File: src/rtl/mul_div_unit.sv
// Iterative unsigned multiply/divide unit: one shift-add or restoring-divide
// step per cycle, then a single write-enable pulse toward the register file.
module mul_div_unit #(
  parameter int WIDTH      = 32,
  parameter int REG_ADDR_W = 5
) (
  input  logic                  clk,
  input  logic                  reset,
  input  logic                  start,
  input  logic [1:0]            op,
  input  logic [WIDTH-1:0]      Read_Data,
  input  logic [WIDTH-1:0]      Read_Data2,
  input  logic [REG_ADDR_W-1:0] rd_in,
  output logic                  busy,
  output logic [WIDTH-1:0]      ALU_WB,
  output logic [REG_ADDR_W-1:0] rd,
  output logic                  CNTRL_RS
);

  localparam int CNT_W = (WIDTH > 1) ? $clog2(WIDTH) : 1;

  typedef enum logic [1:0] {
    IDLE = 2'd0,
    RUN  = 2'd1,
    DONE = 2'd2
  } state_t;

  state_t                  r_state;
  state_t                  w_state_next;
  logic [1:0]              r_op;
  logic [REG_ADDR_W-1:0]   r_rd_req;
  logic [REG_ADDR_W-1:0]   r_rd_out;
  logic [CNT_W-1:0]        r_count;
  logic [2*WIDTH-1:0]      r_acc;
  logic [WIDTH-1:0]        r_opnd;
  logic [WIDTH-1:0]        r_alu_wb;

  logic                    w_accept;
  logic                    w_last;
  logic [WIDTH:0]          w_sum;
  logic [WIDTH:0]          w_trial;
  logic                    w_ge;
  logic [WIDTH-1:0]        w_diff;
  logic [2*WIDTH-1:0]      w_acc_next;

  assign w_accept = (r_state == IDLE) && start;
  assign w_last   = (r_count == CNT_W'(WIDTH - 1));

  // Multiply: r_acc = {partial product, remaining multiplier bits}, shifted right.
  // Divide:   r_acc = {partial remainder, dividend/quotient bits}, shifted left.
  assign w_sum   = {1'b0, r_acc[2*WIDTH-1:WIDTH]} + (r_acc[0] ? {1'b0, r_opnd} : '0);
  assign w_trial = {r_acc[2*WIDTH-1:WIDTH], r_acc[WIDTH-1]};
  assign w_ge    = (w_trial >= {1'b0, r_opnd});
  assign w_diff  = w_trial[WIDTH-1:0] - r_opnd;

  always_comb begin
    if (r_op[1] == 1'b0) begin
      w_acc_next = {w_sum, r_acc[WIDTH-1:1]};
    end else begin
      w_acc_next = {(w_ge ? w_diff : w_trial[WIDTH-1:0]), r_acc[WIDTH-2:0], w_ge};
    end
  end

  // NOTE: sequential state uses non-blocking assignments so every register
  // samples pre-edge values, independent of statement order.
  always_ff @(posedge clk) begin
    if (reset) begin
      r_state <= IDLE;
    end else begin
      r_state <= w_state_next;
    end
  end

  // NOTE: every output of this block is defaulted first so no path leaves a
  // signal unassigned, which would otherwise infer a latch.
  always_comb begin
    w_state_next = r_state;
    busy         = 1'b0;
    CNTRL_RS     = 1'b0;
    unique case (r_state)
      IDLE: begin
        if (start) w_state_next = RUN;
      end
      RUN: begin
        busy = 1'b1;
        if (w_last) w_state_next = DONE;
      end
      DONE: begin
        busy         = 1'b1;
        CNTRL_RS     = 1'b1;
        w_state_next = IDLE;
      end
      default: w_state_next = IDLE;
    endcase
  end

  always_ff @(posedge clk) begin
    if (reset) begin
      r_op     <= '0;
      r_rd_req <= '0;
      r_rd_out <= '0;
      r_count  <= '0;
      r_acc    <= '0;
      r_opnd   <= '0;
      r_alu_wb <= '0;
    end else if (w_accept) begin
      r_op     <= op;
      r_rd_req <= rd_in;
      r_count  <= '0;
      if (op[1] == 1'b0) begin
        r_acc  <= {{WIDTH{1'b0}}, Read_Data2};
        r_opnd <= Read_Data;
      end else begin
        r_acc  <= {{WIDTH{1'b0}}, Read_Data};
        r_opnd <= Read_Data2;
      end
    end else if (r_state == RUN) begin
      r_acc   <= w_acc_next;
      r_count <= r_count + 1'b1;
      // Result lands on the edge entering DONE and then holds until the next op.
      if (w_last) begin
        r_alu_wb <= r_op[0] ? w_acc_next[2*WIDTH-1:WIDTH] : w_acc_next[WIDTH-1:0];
        r_rd_out <= r_rd_req;
      end
    end
  end

  assign ALU_WB = r_alu_wb;
  assign rd     = r_rd_out;

endmodule

File: config.mk
export PLATFORM = sky130hd
export DESIGN_NAME = mul_div_unit
export DESIGN_NICKNAME = d
export VERILOG_FILES = /design/src/rtl/mul_div_unit.sv
export SDC_FILE = /design/constraint.sdc
export NUM_CORES = 1
export LEC_CHECK = 0
export CORE_UTILIZATION = 60
export CTS_BUF_LIST = sky130_fd_sc_hd__clkbuf_8
export CTS_CLUSTER_SIZE = 40
export DETAILED_ROUTE_END_ITERATION = 10
export PLACE_DENSITY = 0.83
export SKIP_CTS_REPAIR_TIMING = 1
export SLEW_MARGIN = 20
export SYNTH_ARGS = -nofsm -noshare
export SYNTH_HDL_FRONTEND = slang
export SYNTH_SLANG_ARGS = --single-unit
File: constraint.sdc
create_clock -name clk -period 4.3 [get_ports clk]
set_input_delay 0.645 -clock clk [delete_from_list [all_inputs] [get_ports clk]]
set_output_delay 0.645 -clock clk [all_outputs]
set_load 0.02 [all_outputs]
; Word-level counts from Yosys, hierarchy flattened
; Index checks and enable logic that the tools add are counted.
[totals]
register_bits = 147
inputBits = 74
wordCells = 38
out_inout_bits = 39
[classes]
mux = 13
magnitude_cmp = 1
eq_ne = 5
n_addsub = 3
n_bitwise = 1
n_reduce_logical = 7
[op_table]
columns = op, n
row1 = $mux W64, 3
row2 = $mux W32, 5
row3 = $add A32 B32 Y33, 1
row4 = $ge A33 B32 Y1, 1
row5 = $sub A32 B32 Y32, 1
row6 = $add A5 B1 Y5 const B, 1
row7 = $eq A5 B5 Y1 const B, 1
row8 = $mux W2, 2
row9 = $ne A2 B2 Y1 const B, 2
row10 = $pmux W2 S2, 1
row11 = $reduce_or A2 Y1, 2
row12 = $reduce_and A3 Y1, 1
row13 = $eq A2 B1 Y1 const B, 1
row14 = $eq A2 B2 Y1 const B, 1
row15 = $logic_not A2 Y1, 1
row16 = $mux W1, 2
row17 = $reduce_and A2 Y1, 1
row18 = $reduce_bool A2 Y1, 1
row19 = $logic_and A1 B1 Y1, 1
row20 = $not A1 Y1, 1

; Depth between registers and ports, before layout
[depth]
word_depth = 5
ltp_mapped = 15

; Worst setup path after synthesis
; Ideal clock, no wire load.
[synth_timing]
path_type = reg-to-reg
start = register r_acc[0]
end = register r_alu_wb[29] (netlist: ALU_WB[29])
synth_period_minus_slack_ps = 3023
t_arrival_ps = 2897
stages_incl_launch_ff = 16
path_buffers = 1
slack_ps = 1277
path_cell_list = dfxtp_1 -> clkbuf_1 -> and2_1 -> ha_1 -> inv_1 -> fa_1 -> nor2b_1 -> o2111ai_1 -> a211oi_1 -> o21ai_0 -> nand2_1 -> a31o_2 -> mux2i_1 -> nand3_1 -> a311oi_1 -> o31ai_1
[synth_via]
elab_chain_cells = 4
[synth_rtl]
columns = element, line
row1 = "start, declared", 34  ; logic [2*WIDTH-1:0] r_acc;
row2 = "start signal, assigned", 111  ; r_acc <= {{WIDTH{1'b0}}, Read_Data2};
row3 = "start signal, assigned", 114  ; r_acc <= {{WIDTH{1'b0}}, Read_Data};
row4 = "start signal, assigned", 118  ; r_acc <= w_acc_next;
row5 = $mux W32, 51  ; assign w_sum = {1'b0, r_acc[2*WIDTH-1:WIDTH]} + (r_acc[0] ? {1'b0, r_opnd} : '0);
row6 = $add A32 B32 Y33, 51
row7 = $mux W64, 57  ; if (r_op[1] == 1'b0) begin
row8 = $mux W32, 122  ; r_alu_wb <= r_op[0] ? w_acc_next[2*WIDTH-1:WIDTH] : w_acc_next[WIDTH-1:0];
row9 = "end signal, assigned", 122
row10 = "end, declared", 36  ; logic [WIDTH-1:0] r_alu_wb;
; Every way passes these cells.
; A chain may end at the register's enable or synchronous reset.

; Final worst setup path
[layout_timing]
start = register r_opnd[1]
end = register r_alu_wb[0] (netlist: ALU_WB[0])
[layout_via]
elab_chain_cells = 4
[layout_rtl]
columns = element, line
row1 = "start, declared", 35  ; logic [WIDTH-1:0] r_opnd;
row2 = "start signal, assigned", 112  ; r_opnd <= Read_Data;
row3 = "start signal, assigned", 115  ; r_opnd <= Read_Data2;
row4 = $mux W32 / $ge A33 B32 Y1 (equally long branches), "51, 53"
row5 = $add A32 B32 Y33 / $mux W32 (equally long branches), "51, 60"
row6 = $mux W64 (*), 57
row7 = $mux W32 (*), 122
; Every way passes the cells marked *; elsewhere a longest branch is shown, timed or not.

==> results.yml <==
layout:
  nets: 1690
  num-fill-cells: 1527
  drive_gt1_share_pct: 5.20
  fin_util_pct: 70.8
  syn2layout_area_growth_pct: 14.0
  num_antenna_cells: 0
setup_path:
  timing.rr.start: "r_opnd[1]"
  crit_end: "ALU_WB[0]"
  cp-startpoint: "r_opnd[1]"
  crit_fanout: 8
  critPathLaunchType: "register"
  r2r_end: "ALU_WB[0]"
  worst-endpoint-arrival_ps: 4210
  critPathCaptureType: "register"
  ff2ff_setup_slack_ps: 480
  path_class: "reg2reg"
  cp_data_required_time_ps: 4700
  reg2reg_depth: 12
yosys:
  async_flop_share_pct: 0
  synth.top_cell.area_share_pct: 25.9
  netlist_area_um2: 11300
  synthTopCellsByCount: "nor2_1 (198), a21oi_1 (176), dfxtp_1 (147)"
  synthTopCellsByArea: "dfxtp_1 (26%), mux2i_1 (12%), a21oi_1 (7.8%)"
  synth_nets: 1637
  yosys_most_used_dff: "dfxtp_1"
  ys_types: 69
  ys_ff_latch: 147
  synth_cells: 1491
  yosys.cell_count.top_type: "nor2_1"
  synth-seq-area-share_pct: 25.9
  yosys_warnings: 0
  synth_edf_count: 0
  yosysTopAreaCell: "dfxtp_1"
  avgSynthCellArea_um2: 7.61
timing:
  fmax_ghz: 0.262
  period_share_pct: 88.7
  skew_ps: 23.0
  setup_viol: 0
  slew_violations: 0
  max_slew.worst_pin.slew_ps: 1090
  slew_headroom_pct: 27.3
  hold_violations: 0
  tns_ps: 0
  min_period_ps: 3820
  rsz0062_at_grt: "no"
die:
  io_pins: 113
  dieArea_um2: 19500
  initial_core_util_pct: 62.1
  chipHeight_um: 140
  row_count: 49
  die_w_um: 140
  core_um2: 18300
status:
  outcome: "finished, final reports clean"
route:
  vias: 11553
  drtAntennaViolNets: 0
  drt_pass1_iterations: 6
  via_per_inst: 6.47
  drt-total-wl_um: 36100
  drc: 0
  drt_iter0_drc: 1175
  wl_per_cell_um: 20.2
power:
  p_total_w: 0.00445
  leakage_nw: 5.33
  ir_drop_uv: 211
  power_density_nw_per_um2: 344
clock_tree:
  ctsLongestPathBuffers: 2
  cts.clk_slew.worst_paths_ps: 90
  root_buffer: "clkbuf_8"
  cts.htree.levels: 4
  clock_latency_ps: 480
  cts_made_buffers: 17
  clkSinkCount: 147
  cts_tree: "built"
place:
  gp_congestion: 0.994
  hpwl_um: 26900
  portBuffers: 112
global_route:
  antenna_found_initial: 0
  grt_pass1_vias: 10434
  grt_pass1_wl_um: 56500
  grt-ovfl-total: 0
  grt_max_degree: 97
  grtUsageTotal_pct: 37.1
run:
  cap_violations: 0
min_path:
  min_path_type: "in2reg"
==> per-stage QoR <==
stage               instances  hold slack [ps]  worst slack [ps]  area, um2
finish                   1786              386               484      12900
global route             1786              385               294      12900
CTS                      1786              381               568      12900
detailed placement       1754              445               593      12500
global placement         1754              438               642      12500
floorplan                1491              432              1280      11300
==> placed cells by master, fill, tap and decap left out, types with 32 or more instances in the layout <==
| cell type | n |
|---|---|
| nand2_1 | 100 |
| xnor2_1 | 33 |
| clkdlybuf4s50_1 | 110 |
| a211oi_1 | 56 |
| mux2i_1 | 136 |
| o21ai_0 | 59 |
| ha_1 | 69 |
| inv_1 | 60 |
| a21oi_1 | 176 |
| dfxtp_1 | 146 |
| a21o_1 | 32 |
| and2_1 | 39 |
| nor2_1 | 198 |
==> flip-flops by register name, indices dropped and copies added (netlist names) <==
signal,count
ALU_WB,32
r_acc,64
r_count,5
r_op,2
r_opnd,32
r_rd_req,5
r_state,2
rd,5
==> worst max-delay path, stage by stage, from the launching register on <==
cell and delay (ps):
dfxtp_1 380, inv_1 90, ha_1 300, nor2b_1 180
o2111ai_1 310, a21oi_1 300, o221ai_1 260, a2111o_1 510
nand2_2 210, buf_4 210, mux2_2 360, mux4_2 460
a21oi_1 160
==> power breakdown <==
group / internal [W] / leakage [nW] / switching [W]
Combinational: 0.000672 / 3.93 / 0.00105
Clock: 0.000501 / 0.201 / 0.000645
Sequential: 0.00147 / 1.20 / 0.000122
==> cells by family after synthesis <==
| family | Yosys count | share of synthesized area [%] |
|---|---|---|
| multiplexers | 141 | 12.6 |
| AND/OR/NAND/NOR | 481 | 19.5 |
| XOR/XNOR | 49 | 3.78 |
| AO/OA/AOI/OAI | 440 | 24.4 |
| adder cells (fa/ha/maj) | 72 | 8.07 |
| buffers and inverters | 161 | 5.61 |
| flip-flops | 147 | 25.9 |
==> final cells by class <==
class                      instances  area (um2)  area share, %
clock buffer                      18         248           1.92
clock inverter                    14         161           1.25
multi-input combinational       1183        7790           60.2
tap                              229         287           2.22
sequential                       147        2950           22.8
timing repair buffer             133        1270           9.85
inverter                          62         233           1.80
==> worst min path at each step <==
stage,start,to,cells past startpoint
global placement,ALU_WB[4],ALU_WB[4],2
detailed placement,ALU_WB[4],ALU_WB[4],2
global route,reset,r_opnd[29],2
floorplan,r_rd_req[0],rd[0],2
CTS,reset,r_opnd[29],2
finish,reset,r_opnd[29],2
==> per-layer routing <==
| metal | vias up | GRT usage (%) | wire, um |
|---|---|---|---|
| li1 | 5505 | - | - |
| met1 | 5389 | 54.0 | 16200 |
| met2 | 595 | 54.9 | 15200 |
| met3 | 64 | 7.50 | 3780 |
| met4 | 0 | 10.4 | 808 |
| met5 | - | 0 | 0 |
No activity file was read; power rests on OpenSTA's default activity.
